--- config.mk ---
export PLATFORM = sky130hd
export DESIGN_NAME = disp_scan
export DESIGN_NICKNAME = d
export VERILOG_FILES = /design/src/rtl/disp_scan.sv
export SDC_FILE = /design/constraint.sdc
export NUM_CORES = 1
export LEC_CHECK = 0
export CAP_MARGIN = 20
export CORE_ASPECT_RATIO = 1.1
export CORE_UTILIZATION = 45
export DETAILED_ROUTE_END_ITERATION = 8
export PLACE_DENSITY_LB_ADDON = 0.05
export SYNTH_ARGS = -nofsm -noshare
export SYNTH_HDL_FRONTEND = slang
export SYNTH_SLANG_ARGS = --single-unit
--- constraint.sdc ---
create_clock -name cp -period 1.8 [get_ports cp]
set_clock_uncertainty 0.05 [all_clocks]
set_input_delay 0.36 -clock cp [delete_from_list [all_inputs] [get_ports cp]]
set_output_delay 0.36 -clock cp [all_outputs]
set_load 0.02 [all_outputs]
--- src/rtl/disp_scan.sv ---
// disp_scan: four-digit multiplexed seven-segment driver for the tablet dispenser.
// A small FSM snapshots the inputs once per 22-cycle loop, converts two binary
// operands to BCD with double-dabble, and latches the digit codes into the
// display register. An independent scan counter walks the digits, and the
// an/seg/dp outputs are registered together from the same digit index.
// Optional feature: define WARN_BLINK_EN to blank the whole display at the
// BLINK_DIV rate while warning=1. In the default build warning has no effect.
module disp_scan #(
    parameter int unsigned SCAN_DIV  = 100000,
    parameter int unsigned BLINK_DIV = 25000000
) (
    input  logic       cp,
    input  logic       reset_n,
    input  logic [6:0] qout,
    input  logic [6:0] set,
    input  logic [9:0] count_sum,
    input  logic       choice,
    input  logic       warning,
    output logic [3:0] an,
    output logic [6:0] seg,
    output logic       dp
);

    localparam int unsigned SCAN_W = (SCAN_DIV > 1) ? $clog2(SCAN_DIV) : 1;
    localparam logic [SCAN_W-1:0] SCAN_LAST = SCAN_W'(SCAN_DIV - 1);

    // Internal digit codes: 0..9 are decimal digits, then blank and dash.
    localparam logic [3:0] CODE_BLANK = 4'd10;
    localparam logic [3:0] CODE_DASH  = 4'd11;

    typedef enum logic [1:0] {
        IDLE   = 2'd0,
        CONV_A = 2'd1,
        CONV_B = 2'd2,
        LATCH  = 2'd3
    } state_t;

    state_t            state_r;
    logic [3:0]        iter_r;
    logic [25:0]       conv_a_r;    // {bcd[15:0], binary[9:0]}
    logic [25:0]       conv_b_r;
    logic              choice_r;
    logic [15:0]       disp_r;      // digit codes, digit 3 in [15:12]
    logic              disp_dp_r;   // 1 = field mode, dp lit on digit 2
    logic [SCAN_W-1:0] scan_cnt_r;
    logic [1:0]        idx_r;
    logic              blink_on_s;
    logic [3:0]        digit_code_s;
    logic [3:0]        an_next_s;
    logic [6:0]        seg_next_s;
    logic              dp_next_s;

    // One double-dabble iteration: add 3 to every BCD nibble >= 5, then shift left.
    function automatic logic [25:0] dd_step(input logic [25:0] v);
        logic [25:0] t;
        t = v;
        for (int i = 0; i < 4; i++) begin
            if (t[10 + 4*i +: 4] >= 4'd5) begin
                t[10 + 4*i +: 4] = t[10 + 4*i +: 4] + 4'd3;
            end else begin
                t[10 + 4*i +: 4] = t[10 + 4*i +: 4];
            end
        end
        return {t[24:0], 1'b0};
    endfunction

    // Two-digit field (set or qout): dashes above 99, blank tens when zero.
    function automatic logic [7:0] field_digits(input logic [15:0] bcd);
        logic [7:0] r;
        if ((bcd[15:12] != 4'd0) || (bcd[11:8] != 4'd0)) begin
            r = {CODE_DASH, CODE_DASH};
        end else if (bcd[7:4] == 4'd0) begin
            r = {CODE_BLANK, bcd[3:0]};
        end else begin
            r = {bcd[7:4], bcd[3:0]};
        end
        return r;
    endfunction

    // Four-digit total with leading-zero blanking; the ones digit always shows.
    function automatic logic [15:0] sum_digits(input logic [15:0] bcd);
        logic [15:0] r;
        r[3:0]   = bcd[3:0];
        r[7:4]   = (bcd[15:4] == 12'd0) ? CODE_BLANK : bcd[7:4];
        r[11:8]  = (bcd[15:8] == 8'd0)  ? CODE_BLANK : bcd[11:8];
        r[15:12] = (bcd[15:12] == 4'd0) ? CODE_BLANK : bcd[15:12];
        return r;
    endfunction

    // Active-low segment pattern {g,f,e,d,c,b,a} for a digit code.
    function automatic logic [6:0] seg_decode(input logic [3:0] code);
        logic [6:0] s;
        case (code)
            4'd0:      s = 7'b1000000;
            4'd1:      s = 7'b1111001;
            4'd2:      s = 7'b0100100;
            4'd3:      s = 7'b0110000;
            4'd4:      s = 7'b0011001;
            4'd5:      s = 7'b0010010;
            4'd6:      s = 7'b0000010;
            4'd7:      s = 7'b1111000;
            4'd8:      s = 7'b0000000;
            4'd9:      s = 7'b0010000;
            CODE_DASH: s = 7'b0111111;
            default:   s = 7'b1111111;
        endcase
        return s;
    endfunction

    // Conversion FSM: snapshot inputs, convert A then B, latch display register.
    always_ff @(posedge cp or negedge reset_n) begin
        if (!reset_n) begin
            state_r   <= IDLE;
            iter_r    <= 4'd0;
            conv_a_r  <= 26'd0;
            conv_b_r  <= 26'd0;
            choice_r  <= 1'b0;
            disp_r    <= {CODE_BLANK, CODE_BLANK, CODE_BLANK, CODE_BLANK};
            disp_dp_r <= 1'b0;
        end else begin
            case (state_r)
                IDLE: begin
                    choice_r <= choice;
                    conv_a_r <= {16'd0, (choice ? count_sum : {3'd0, set})};
                    conv_b_r <= {16'd0, 3'd0, qout};
                    iter_r   <= 4'd0;
                    state_r  <= CONV_A;
                end
                CONV_A: begin
                    conv_a_r <= dd_step(conv_a_r);
                    if (iter_r == 4'd9) begin
                        iter_r  <= 4'd0;
                        state_r <= CONV_B;
                    end else begin
                        iter_r  <= iter_r + 4'd1;
                    end
                end
                CONV_B: begin
                    conv_b_r <= dd_step(conv_b_r);
                    if (iter_r == 4'd9) begin
                        iter_r  <= 4'd0;
                        state_r <= LATCH;
                    end else begin
                        iter_r  <= iter_r + 4'd1;
                    end
                end
                LATCH: begin
                    if (choice_r) begin
                        disp_r <= sum_digits(conv_a_r[25:10]);
                    end else begin
                        disp_r <= {field_digits(conv_a_r[25:10]), field_digits(conv_b_r[25:10])};
                    end
                    disp_dp_r <= ~choice_r;
                    state_r   <= IDLE;
                end
                default: begin
                    state_r <= IDLE;
                end
            endcase
        end
    end

    // Scan timer: dwell SCAN_DIV cycles on each digit, then step to the next.
    always_ff @(posedge cp or negedge reset_n) begin
        if (!reset_n) begin
            scan_cnt_r <= '0;
            idx_r      <= 2'd0;
        end else if (scan_cnt_r == SCAN_LAST) begin
            scan_cnt_r <= '0;
            idx_r      <= idx_r + 2'd1;
        end else begin
            scan_cnt_r <= scan_cnt_r + SCAN_W'(1);
        end
    end

`ifdef WARN_BLINK_EN
    localparam int unsigned BLINK_W = (BLINK_DIV > 1) ? $clog2(BLINK_DIV) : 1;
    localparam logic [BLINK_W-1:0] BLINK_LAST = BLINK_W'(BLINK_DIV - 1);

    logic [BLINK_W-1:0] blink_cnt_r;
    logic               blink_on_r;

    // Blink timer: toggles the on/off phase while warning is high, parked on otherwise.
    always_ff @(posedge cp or negedge reset_n) begin
        if (!reset_n) begin
            blink_cnt_r <= '0;
            blink_on_r  <= 1'b1;
        end else if (!warning) begin
            blink_cnt_r <= '0;
            blink_on_r  <= 1'b1;
        end else if (blink_cnt_r == BLINK_LAST) begin
            blink_cnt_r <= '0;
            blink_on_r  <= ~blink_on_r;
        end else begin
            blink_cnt_r <= blink_cnt_r + BLINK_W'(1);
        end
    end

    assign blink_on_s = blink_on_r;
`else
    // Without the blink feature the display is always on; the OR folds to 1.
    assign blink_on_s = warning | 1'b1;
`endif

    // Next-output decode for the current digit index.
    always_comb begin
        digit_code_s = CODE_BLANK;
        an_next_s    = 4'b1111;
        case (idx_r)
            2'd0: begin digit_code_s = disp_r[3:0];   an_next_s = 4'b1110; end
            2'd1: begin digit_code_s = disp_r[7:4];   an_next_s = 4'b1101; end
            2'd2: begin digit_code_s = disp_r[11:8];  an_next_s = 4'b1011; end
            2'd3: begin digit_code_s = disp_r[15:12]; an_next_s = 4'b0111; end
            default: begin digit_code_s = CODE_BLANK; an_next_s = 4'b1111; end
        endcase
        seg_next_s = seg_decode(digit_code_s);
        dp_next_s  = ~(disp_dp_r & (idx_r == 2'd2));
        if (!blink_on_s) begin
            an_next_s  = 4'b1111;
            seg_next_s = 7'b1111111;
            dp_next_s  = 1'b1;
        end else begin
            an_next_s  = an_next_s;
        end
    end

    // Output register: an, seg and dp change together on the same edge.
    always_ff @(posedge cp or negedge reset_n) begin
        if (!reset_n) begin
            an  <= 4'b1111;
            seg <= 7'b1111111;
            dp  <= 1'b1;
        end else begin
            an  <= an_next_s;
            seg <= seg_next_s;
            dp  <= dp_next_s;
        end
    end

endmodule
### Yosys cells after proc, flatten, opt, wreduce, memory -nomap -nowiden

Memories as Yosys holds them, arrays and structs flattened. A register that Yosys moved wholly into a read port is not among the register bits.
Index checks and enable logic that the tools add are counted.

| storage, ports and cells | value |
|---|---|
| flip-flop bits (word level) | 100 |
| ROM bits | 112 |
| bits of input ports | 28 |
| output and inout bits | 12 |
| word-level logic and storage cells | 90 |
| memories kept | 1 |

Memory list:

| name | depth | width | rd ports | clocked after Yosys merged registers in | write ports | RTL line | source |
|---|---|---|---|---|---|---|---|
| (no name shown) | 16 | 7 | 1 | 1 | 0 | 93 | `case (code)` |

| operators by class | value |
|---|---|
| $add $sub $neg | 11 |
| $lt $le $gt $ge | 8 |
| eq/ne operators | 10 |
| multiplexer cells | 27 |
| bitwise operators | 3 |
| reductions and logical operators | 19 |

Operator list:

| operator | number |
|---|---|
| $pmux W26 S2 | 2 |
| $mux W4 | 10 |
| $ge A4 B3 Y1 const B | 8 |
| $mux W8 | 4 |
| $pmux W4 S4 | 2 |
| $add A4 B2 Y4 const B | 6 |
| $add A17 B1 Y17 const B | 1 |
| $eq A17 B17 Y1 const B | 1 |
| $mux W17 | 1 |
| $mux W16 | 1 |
| $reduce_bool A4 Y1 | 4 |
| $logic_not A12 Y1 | 1 |
| $logic_not A4 Y1 | 3 |
| $mux W10 | 1 |
| $eq A2 B2 Y1 const B | 4 |
| $logic_not A8 Y1 | 1 |
| $pmux W2 S4 | 1 |
| $pmux W4 S2 | 1 |
| $add A3 B2 Y3 const B | 2 |
| $mux W3 | 2 |
| $reduce_bool A2 Y1 | 3 |
| $add A4 B1 Y4 const B | 1 |
| $eq A2 B1 Y1 const B | 2 |
| $eq A4 B4 Y1 const B | 1 |
| 10 further kinds | 15 |

### Depth between registers and ports, before layout

Gate-level depths: netlist of the first run.

| logic depth | value |
|---|---|
| word-level depth | 4 |
| mapped depth | 9 |
| depth with buffers taken out | 9 |

### Least setup slack after synthesis of the first run

OpenSTA, ideal clock, no wires.

| path | value |
|---|---|
| kind | flip-flop to flip-flop |
| start | register scan_cnt_r[11] |
| end | register idx_r[1] |
| setup time | 125 ps |
| arrival time | 1,682 ps |
| required time | 1,625 ps |
| setup slack | -57 ps |
| cell stages (with the launch flop) | 5 |
| buffers on the path | 0 |
| period minus slack after synthesis | 1,857 ps |
| cells stage by stage | dfrtp_1 or4_1 nor4b_2 and4_1 mux2_2 |

| on the way | value |
|---|---|
| word-level cells in the longest chain between the ends | 1 |

Ends and longest elaborated chain:

| what | RTL line | source |
|---|---|---|
| start, declared | 45 | `logic [SCAN_W-1:0] scan_cnt_r;` |
| start signal, assigned | 172 | `scan_cnt_r <= scan_cnt_r + SCAN_W'(1);` |
| $eq A17 B17 Y1 | 168 | `end else if (scan_cnt_r == SCAN_LAST) begin` |
| end signal, assigned | 170 | `idx_r <= idx_r + 2'd1;` |
| end, declared | 46 | `logic [1:0] idx_r;` |

No other way between the ends.
A chain may end at the register's enable or synchronous reset.

### Final worst setup path of the first run

| path | value |
|---|---|
| start | register scan_cnt_r[12] |
| end | register idx_r[1] |

Same word-level chain as after synthesis.

==> impl_metrics.env, run 1 <==
export IMPL_fmax_mhz=523
export IMPL_synth_ff_type="dfrtp_1"
export IMPL_p_leak_uw=0.00338
export IMPL_fp_dieH_um=121
export IMPL_syn_num_nets=651
export IMPL_final_cells=841
export IMPL_synth_edff_count=0
export IMPL_area_growth_pct=28.8
export IMPL_design_area_mm2=0.00746
export IMPL_drc=0
export IMPL_antenna_found_initial=0
export IMPL_antennaDiodeCount=0
export IMPL_hp_class="flip-flop to flip-flop"
export IMPL_rows=43
export IMPL_path_clk_slew_ns=0.07
export IMPL_p_int_uw=4580
export IMPL_ys_types=53
export IMPL_wl_um=12100
export IMPL_setup_tns_ns=-0.612
export IMPL_violations="negative setup slack"
export IMPL_critPathArrivalTime_ns=2.10
export IMPL_coreArea_mm2=0.0126
export IMPL_io_pins=40
export IMPL_cts_sinks=107
export IMPL_synth_top_area_share_pct=37.6
export IMPL_routedWlPerCell_um=14.4
export IMPL_synth_most_common_cell="dfrtp_1"
export IMPL_fin_hold_ws_ns=0.345
export IMPL_dp_hpwl_um=8590
export IMPL_path_buf_inv=0
export IMPL_drv_slew=0
export IMPL_path_delay_family="simple AND/OR/NAND/NOR gates"
export IMPL_grt_max_degree=37
export IMPL_placed_area_mm2=0.00681
export IMPL_hold_viol_final=0
export IMPL_period_needed_ns=1.91
export IMPL_nNetsFinal=742
export IMPL_placed_cells=814
export IMPL_cts_root_buf="clkbuf_16"
export IMPL_yosysWarnings=0
export IMPL_routabilityCongestion=0.832
export IMPL_cts_max_level=3
export IMPL_drv_cap=0
export IMPL_drive_gt1_share_pct=23.1
export IMPL_gr_usage_all_layers_pct=19.6
export IMPL_via_per_inst=5.28
export IMPL_p_sw_share_pct=25.3
export IMPL_syn_avg_cell_area_um2=9.85
export IMPL_fill_cells=1097
export IMPL_grt_pass1_vias=4418
export IMPL_p_seq_share_pct=46.8
export IMPL_yosysTopAreaCell="dfrtp_1"
export IMPL_synthTopCellsByArea="dfrtp_1, dfstp_2, ha_1"
export IMPL_worstSkewPairLatency_ns=0.35
export IMPL_clkPwrFrac_pct=35.6
export IMPL_setup_worst_path_start_class="flip-flop"
export IMPL_vias=4437
export IMPL_crit_required_ns=1.99
export IMPL_ys_seq_area_share_pct=46.7
export IMPL_start_util_pct=46.0
export IMPL_synth_seq_cells=107
export IMPL_criticalPathCategory="flip-flop to flip-flop"
export IMPL_switchingPower_uw=1560
export IMPL_vdd_drop_max_v=0.000755
export IMPL_die_area_mm2=0.0133
export IMPL_syn_instance_count=588
export IMPL_timing_final_ws_setup_ns=-0.113
export IMPL_syn_area_mm2=0.00579
export IMPL_rsz0062_at_grt="true"
export IMPL_worst_pin_slew_ns=0.658
export IMPL_die_x_um=110
export IMPL_crit_slowest_cell="or4_4"
export IMPL_status="finished, violations left"
export IMPL_first_pass_iters=4
export IMPL_grt_first_pass_wirelength_um=20400
export IMPL_critical_path_max_stage_delay_ns=0.55
export IMPL_worstPathMaxFanout=3
export IMPL_period_share_pct=106
export IMPL_combinationalPowerShare_pct=17.6
export IMPL_worstPathCellList="or4_4 > nor4b_4 > and4_4 > mux2_4"
export IMPL_cts_tree="built"
export IMPL_synthArstFlopShare_pct=100
export IMPL_grt_ovfl_total=0
export IMPL_crit_path_end_kind="flip-flop"
export IMPL_power_density_mw_per_mm2=823
export IMPL_dr_first_iter_drc_count=164
export IMPL_postLayoutCoreUtil_pct=59.3
export IMPL_numPortBuffers=38
export IMPL_max_clock_path_buffers=2
export IMPL_finalSetupViolCount=9
export IMPL_synth_common_cells="dfrtp_1, nand2_1, o21ai_0"
export IMPL_relSlewSlack_pct=56.1
export IMPL_numCtsBuffers=9
export IMPL_ant_nets=0
[power by group through the flow]
stage	Clock (uW)	Sequential (uW)	Combinational (uW)
finish	2180	2870	1080
global route	2320	2910	1200
CTS	2230	2880	1020
detailed placement	0	2920	1030
global placement	0	2920	1010
floorplan	0	2980	468
[layer usage]
layer / GRT usage [%] / vias up / routed length [um]
met4: 7.98 / 0 / 193
met5: 0 / - / 0
met1: 25.8 / 2140 / 5700
met2: 31.8 / 62 / 5910
met3: 3.11 / 15 / 292
li1: - / 2220 / -
[registers in the layout, indices dropped and copies added, names as in the netlist]
register	flops
seg	7
conv_a_r	26
state_r	2
disp_r	16
dp	1
an	4
idx_r	2
scan_cnt_r	17
disp_dp_r	1
conv_b_r	26
iter_r	4
choice_r	1
[worst register-to-register path: stages, from the launching register on]
cell and delay (ns):
dfrtp_1 0.38, or4_4 0.55, nor4b_4 0.22, and4_4 0.29, mux2_4 0.31
[timing repair]
item / CTS / global route
cloned: 0 / 1
pin swaps: 10 / 17
endpoints found under the hold margin: 18 / 0
endpoints found under the setup margin: 35 / 31
setup buffers: 5 / 4
resized for setup: 30 / 39
hold buffers: 1 / 0
[cell families after synthesis]
| family | Yosys count | synth area share, % |
|---|---|---|
| and+or+nand+nor | 191 | 17.4 |
| DFF | 107 | 46.7 |
| AOI/OAI and AO/OA | 121 | 12.8 |
| adders and majority gates | 35 | 7.56 |
| muxes | 40 | 7.09 |
| buffers and inverters | 68 | 4.56 |
| xor gates and xnor gates | 26 | 3.93 |
[final timing paths]
check	to	cells after the start	slack, ns	start
setup / recovery	idx_r[1]$_DFFE_PN0N_	4	-0.11	scan_cnt_r[12]$_DFF_PN0_
hold / removal	dp$_DFF_PN1_	1	0.34	disp_dp_r$_DFFE_PN0N_
setup reg to reg	idx_r[1]$_DFFE_PN0N_	4	-0.11	scan_cnt_r[12]$_DFF_PN0_
hold reg to reg	dp$_DFF_PN1_	1	0.34	disp_dp_r$_DFFE_PN0N_
max in group asynchronous	disp_r[9]$_DFFE_PN1N_	3	0.68	reset_n
min in group asynchronous	disp_dp_r$_DFFE_PN0N_	2	0.46	reset_n
[layout by cell type, fill, tap and decap left out, types with 13 or more instances in the layout]
cell type	Yosys	layout
nor2_1	23	15
clkdlybuf4s50_1	0	25
xnor2_1	20	19
dfrtp_1	87	86
nand3_1	16	16
dfstp_2	20	20
nor3b_1	23	22
nor3_1	18	17
buf_4	0	58
a21oi_1	19	18
o21ai_0	48	47
a21o_1	13	13
ha_1	35	26
inv_1	38	31
nand2_1	62	62
mux2i_1	32	31
[final cells by class]
type / count / area, um2 / area share (%)
clock buffers: 12 / 256 / 3.44
inverters: 40 / 156 / 2.10
flip-flops and latches: 107 / 2700 / 36.2
clock inverters: 4 / 72.6 / 0.973
multi-input cells: 413 / 3050 / 40.9
repair buffers: 108 / 1020 / 13.7
well taps: 157 / 196 / 2.63
[stage by stage]
stage	total power, uW	setup slack [ns]
finish	6140	-0.113
floorplan	3440	-0.0411
global route	6430	-0.199
global placement	3930	-0.0993
CTS	6130	-0.0926
detailed placement	3950	-0.145
(Power assumes the default switching activity.)
==> inputs of run 2 (changes only) <==
Settings changed: MAX_ROUTING_LAYER set to met4.
Clock period 1.8 ns to 2.45 ns, I/O delays scaled along.
==> run 2 against run 1 <==
  * The flow now finishes without violations
  * Utilization is 6.4 points lower
  * Final area decreased by 11%
  * Critical path depth grew 5
  * Power down 32%
  * Hold slack lost 0.20 ns
  * Via count down 5.2%
  * Die area is the same
  * Non-clock buffer count shrank 59
  * Sequential cell count unchanged
  * Wire length decreased by 8.9%
  * Maximum frequency is 13% lower
  * Critical path type unchanged
  * Largest cell class unchanged
  * Largest power group unchanged
  * Highest routed layer unchanged
==> impl_metrics.env, run 2 (synthesis results as in run 1) <==
export IMPL_grtUsageMet3_pct=2.90
export IMPL_grt_first_pass_wirelength_um=18800
export IMPL_vdd_drop_max_v=0.000463
export IMPL_criticalPathCategory="flip-flop to flip-flop"
export IMPL_numCtsBuffers=9
export IMPL_worst_pin_slew_ns=0.857
export IMPL_drv_slew=0
export IMPL_place_ws_ns=0.255
export IMPL_ant_nets=0
export IMPL_grt_pass1_vias=4002
export IMPL_post_cts_buffers=0
export IMPL_postLayoutCoreUtil_pct=52.9
export IMPL_numPortBuffers=38
export IMPL_wl_um=11000
export IMPL_design_area_mm2=0.00666
export IMPL_relSlewSlack_pct=42.8
export IMPL_rows=43
export IMPL_fin_hold_ws_ns=0.146
export IMPL_rsz0062_at_grt="false"
export IMPL_cts_hold_fix_buffers=0
export IMPL_nNetsFinal=683
export IMPL_via_per_inst=5.38
export IMPL_top_usage_layer="met2"
export IMPL_period_needed_ns=2.19
export IMPL_antennaDiodeCount=0
export IMPL_mostFrequentLayoutCell="dfrtp_1"
export IMPL_drive_gt1_share_pct=9.92
export IMPL_p_leak_uw=0.00298
export IMPL_dr_first_iter_drc_count=181
export IMPL_gr_usage_all_layers_pct=18.7
export IMPL_start_util_pct=46.0
export IMPL_finalSetupViolCount=0
export IMPL_io_pins=40
export IMPL_final_cell_mix="dfrtp_1, nand2_1, o21ai_0"
export IMPL_timing_final_ws_setup_ns=0.258
export IMPL_grt_ovfl_total=0
export IMPL_routedWlPerCell_um=14.1
export IMPL_die_x_um=110
export IMPL_cts_resized_gates=0
export IMPL_cts_root_buf="clkbuf_16"
export IMPL_vias=4207
export IMPL_critPathArrivalTime_ns=2.40
export IMPL_drc=0
export IMPL_die_area_mm2=0.0133
export IMPL_r2r_slack_ns=0.26
export IMPL_power_density_mw_per_mm2=623
export IMPL_use_met1_pct=24.0
export IMPL_r2r_cells=9
export IMPL_grt_max_degree=108
export IMPL_cts_sinks=107
export IMPL_worstPathMaxFanout=6
export IMPL_hp_class="primary input to asynchronous set/reset pin"
export IMPL_area_growth_pct=14.9
export IMPL_period_share_pct=89.5
export IMPL_setup_tns_ns=0
export IMPL_antenna_found_initial=0
export IMPL_path_clk_slew_ns=0.07
export IMPL_routabilityCongestion=0.827
export IMPL_grt_use_met2_pct=29.2
export IMPL_max_clock_path_buffers=2
export IMPL_reg_top3="conv_a_r: 26 flops, conv_b_r: 26 flops, scan_cnt_r: 17 flops"
export IMPL_cts_max_level=3
export IMPL_reg2reg_from="idx_r[0]$_DFFE_PN0N_"
export IMPL_crit_required_ns=2.66
export IMPL_worstSkewPairLatency_ns=0.35
export IMPL_coreArea_mm2=0.0126
export IMPL_first_pass_iters=5
export IMPL_placed_area_mm2=0.00637
export IMPL_fp_dieH_um=121
export IMPL_fmax_mhz=456
export IMPL_dp_hpwl_um=7520
export IMPL_rr_endpoint="seg[3]$_DFF_PN1_"
export IMPL_crit_path_end_kind="flip-flop"
export IMPL_status="complete, no violations"
export IMPL_cts_tree="built"
export IMPL_drv_cap=0
export IMPL_setup_worst_path_start_class="flip-flop"
export IMPL_hold_viol_final=0
run 2: cell count changes in the layout (fill, tap and decap cells not counted), moves of 3 or more:
cell and delta:
inv_1 +7, clkdlybuf4s50_1 +12, buf_12 -5, ha_4 -6, ha_1 +8, buf_4 -49
inv_2 -6, dlygate4sd2_1 -12, nor2_1 +8, nor2_4 -3, nor2_2 -5
run 2: critical path: stages (launching register included):
cell and delay, ns:
dfrtp_1 0.40, inv_1 0.12, ha_1 0.30, a222oi_1 0.13, mux2i_1 0.35, inv_1 0.17, ha_1 0.32, inv_1 0.05
mux2i_1 0.13, a21oi_1 0.09
run 2: power by group:
part	switching (uW)	internal, uW	leakage, uW	total (uW)
registers	92.1	2020	0.00135	2110
clock network	641	739	0.000143	1380
logic	332	326	0.00149	659
run 2: layout make-up:
class	instances	area, um2
clock buffer	11	253
clock inverter	5	27.5
fill	1174	5930
inverter	40	150
multi-input combinational	413	2830
sequential	107	2700
tap	157	196
timing repair buffer	49	498
run 2: how the worst max path moves through the flow:
| stage | cells past startpoint | endpoint | startpoint | slack [ns] |
|---|---|---|---|---|
| finish | 9 | seg[3]$_DFF_PN1_ | idx_r[0]$_DFFE_PN0N_ | 0.26 |
| floorplan | 4 | idx_r[1]$_DFFE_PN0N_ | scan_cnt_r[11]$_DFF_PN0_ | 0.59 |
| global placement | 9 | seg[3]$_DFF_PN1_ | idx_r[0]$_DFFE_PN0N_ | 0.36 |
| CTS | 9 | seg[3]$_DFF_PN1_ | idx_r[0]$_DFFE_PN0N_ | 0.24 |
| detailed placement | 9 | seg[3]$_DFF_PN1_ | idx_r[0]$_DFFE_PN0N_ | 0.25 |
| global route | 9 | seg[3]$_DFF_PN1_ | idx_r[0]$_DFFE_PN0N_ | 0.06 |
run 2: layer usage:
metal | up-vias | wire length (um)
met2 | 71 | 5140
met4 | 0 | 187
met5 | - | 0
met1 | 2019 | 5390
li1 | 2105 | -
met3 | 12 | 302
run 2: metrics by stage:
stage          instances  total power [uW]
3_3_place_gp         766              2800
2_1_floorplan        588              2530
3_5_place_dp         766              2810
5_1_grt              782              4370
4_1_cts              782              4210
6_report             782              4150
==> inputs of run 3 (changes only) <==
Settings changed: CAP_MARGIN 20 to unset, CORE_ASPECT_RATIO 1.1 to 0.6.
==> run 3 against run 2 <==
  * Die area up 0.10%
  * Maximum frequency rose by 1.7%
  * Final area up 1.5%
==> impl_metrics.env, run 3 (synthesis results as in run 1) <==
export IMPL_hp_class="primary input to asynchronous set/reset pin"
export IMPL_post_cts_buffers=0
export IMPL_vdd_drop_max_v=0.000385
export IMPL_numPortBuffers=38
export IMPL_reg2reg_from="conv_b_r[22]$_DFFE_PN0P_"
export IMPL_relSlewSlack_pct=40.1
export IMPL_cts_resized_gates=0
export IMPL_grt_ovfl_total=0
export IMPL_first_pass_iters=6
export IMPL_max_clock_path_buffers=2
export IMPL_r2r_cells=6
export IMPL_hold_viol_final=0
export IMPL_p_leak_uw=0.00302
export IMPL_routed_wl_met3_um=406
export IMPL_finalSetupViolCount=0
export IMPL_wl_um=11700
export IMPL_criticalPathCategory="flip-flop to flip-flop"
export IMPL_cts_max_level=3
export IMPL_topRoutingLayerUsed="met4"
export IMPL_period_needed_ns=2.16
export IMPL_numCtsBuffers=9
export IMPL_via_per_inst=5.28
export IMPL_worstPathMaxFanout=8
export IMPL_crit_slowest_cell="o41ai_1"
export IMPL_antennaDiodeCount=0
export IMPL_status="complete, no violations"
export IMPL_mostFrequentLayoutCell="dfrtp_1"
export IMPL_grt_first_pass_wirelength_um=20400
export IMPL_coreArea_mm2=0.0123
export IMPL_die_x_um=148
export IMPL_final_cell_mix="dfrtp_1, nand2_1, o21ai_0"
export IMPL_fp_dieH_um=89.9
export IMPL_grt_max_degree=43
export IMPL_power_density_mw_per_mm2=647
export IMPL_reg_top3="conv_a_r: 26 flops, conv_b_r: 26 flops, scan_cnt_r: 17 flops"
export IMPL_antenna_found_initial=0
export IMPL_worstPathCellList="inv_1 > ha_1 > nor4b_1 > nand3b_1 > o41ai_1 > o22ai_1"
export IMPL_critPathLaunch="conv_b_r[22]$_DFFE_PN0P_"
export IMPL_critPathArrivalTime_ns=2.35
export IMPL_cts_tree="built"
export IMPL_drv_cap=0
export IMPL_drv_slew=0
export IMPL_worst_pin_slew_ns=0.898
export IMPL_grt_pass1_vias=4165
export IMPL_nNetsFinal=687
export IMPL_crit_path_end_kind="flip-flop"
export IMPL_cts_hold_fix_buffers=0
export IMPL_setup_tns_ns=0
export IMPL_r2r_slack_ns=0.29
export IMPL_path_clk_slew_ns=0.08
export IMPL_placed_area_mm2=0.00643
export IMPL_crit_required_ns=2.64
export IMPL_dr_first_iter_drc_count=173
export IMPL_area_growth_pct=16.6
export IMPL_cts_root_buf="clkbuf_16"
export IMPL_setup_worst_path_start_class="flip-flop"
export IMPL_drive_gt1_share_pct=10.5
export IMPL_ant_nets=0
export IMPL_critical_path_max_stage_delay_ns=0.60
export IMPL_period_share_pct=88.0
export IMPL_routedWlPerCell_um=14.7
export IMPL_die_area_mm2=0.0133
export IMPL_routabilityCongestion=0.810
export IMPL_start_util_pct=47.1
export IMPL_wl_met2_um=4980
export IMPL_m1WireLength_um=6170
export IMPL_dp_hpwl_um=8430
export IMPL_worstSkewPairLatency_ns=0.35
export IMPL_cts_sinks=107
export IMPL_fill_cells=1086
export IMPL_design_area_mm2=0.00676
export IMPL_fmax_mhz=464
export IMPL_rsz0062_at_grt="false"
export IMPL_io_pins=40
export IMPL_gr_usage_all_layers_pct=19.8
export IMPL_cp_endpoint="disp_r[7]$_DFFE_PN1N_"
export IMPL_rows=31
export IMPL_rr_endpoint="disp_r[7]$_DFFE_PN1N_"
export IMPL_drc=0
export IMPL_vias=4191
run 3: area by class of cell:
type                            instances  area, um2  share of cell area, %
Timing Repair Buffer                   53        541                   8.00
Clock buffer                           11        243                   3.59
Tap cell                              165        206                   3.06
Sequential cell                       107       2700                   40.0
Multi-Input combinational cell        413       2830                   41.9
Inverter                               40        150                   2.22
Clock inverter                          5       85.1                   1.26
run 3: worst min path at each step:
stage / startpoint / endpoint / slack, ns / cells after the start
4_1_cts: reset_n / conv_a_r[17]$_DFFE_PN0P_ / 0.04 / 1
2_1_floorplan: reset_n / choice_r$_DFFE_PN0P_ / 0.14 / 0
5_1_grt: reset_n / conv_a_r[17]$_DFFE_PN0P_ / 0.06 / 1
6_report: reset_n / conv_a_r[17]$_DFFE_PN0P_ / 0.03 / 1
3_5_place_dp: disp_dp_r$_DFFE_PN0N_ / dp$_DFF_PN1_ / 0.34 / 1
3_3_place_gp: disp_dp_r$_DFFE_PN0N_ / dp$_DFF_PN1_ / 0.35 / 1
run 3: through the flow:
step | cells | util, % | total power [uW] | hold slack (ns) | setup WS (ns)
6_report | 794 | 54.9 | 4370 | 0.0253 | 0.294
5_1_grt | 794 | 54.9 | 4590 | 0.0556 | 0.121
4_1_cts | 794 | 54.9 | 4430 | 0.0406 | 0.305
3_5_place_dp | 778 | 52.3 | 2820 | 0.344 | 0.315
3_3_place_gp | 778 | 52.3 | 2800 | 0.347 | 0.354
2_1_floorplan | 588 | - | 2530 | 0.144 | 0.593
run 3: where the power goes:
part | switching (uW) | internal, uW | leakage (uW)
logic | 336 | 330 | 0.00151
clock network | 668 | 931 | 0.000156
registers | 93.8 | 2020 | 0.00135
run 3: layer usage:
layer / global-route usage (%) / vias up
met1: 27.6 / 2002
met5: - / -
li1: - / 2121
met2: 28.8 / 56
met3: 4.77 / 12
met4: 5.07 / 0
run 3: critical path, delay by kind of cell (launching register included):
family	cells	cell delay [ns]
AOI/OAI and AO/OA	2	0.74
adders and majority gates	1	0.22
buffers and inverters	1	0.09
DFF	1	0.40
and+or+nand+nor	2	0.55
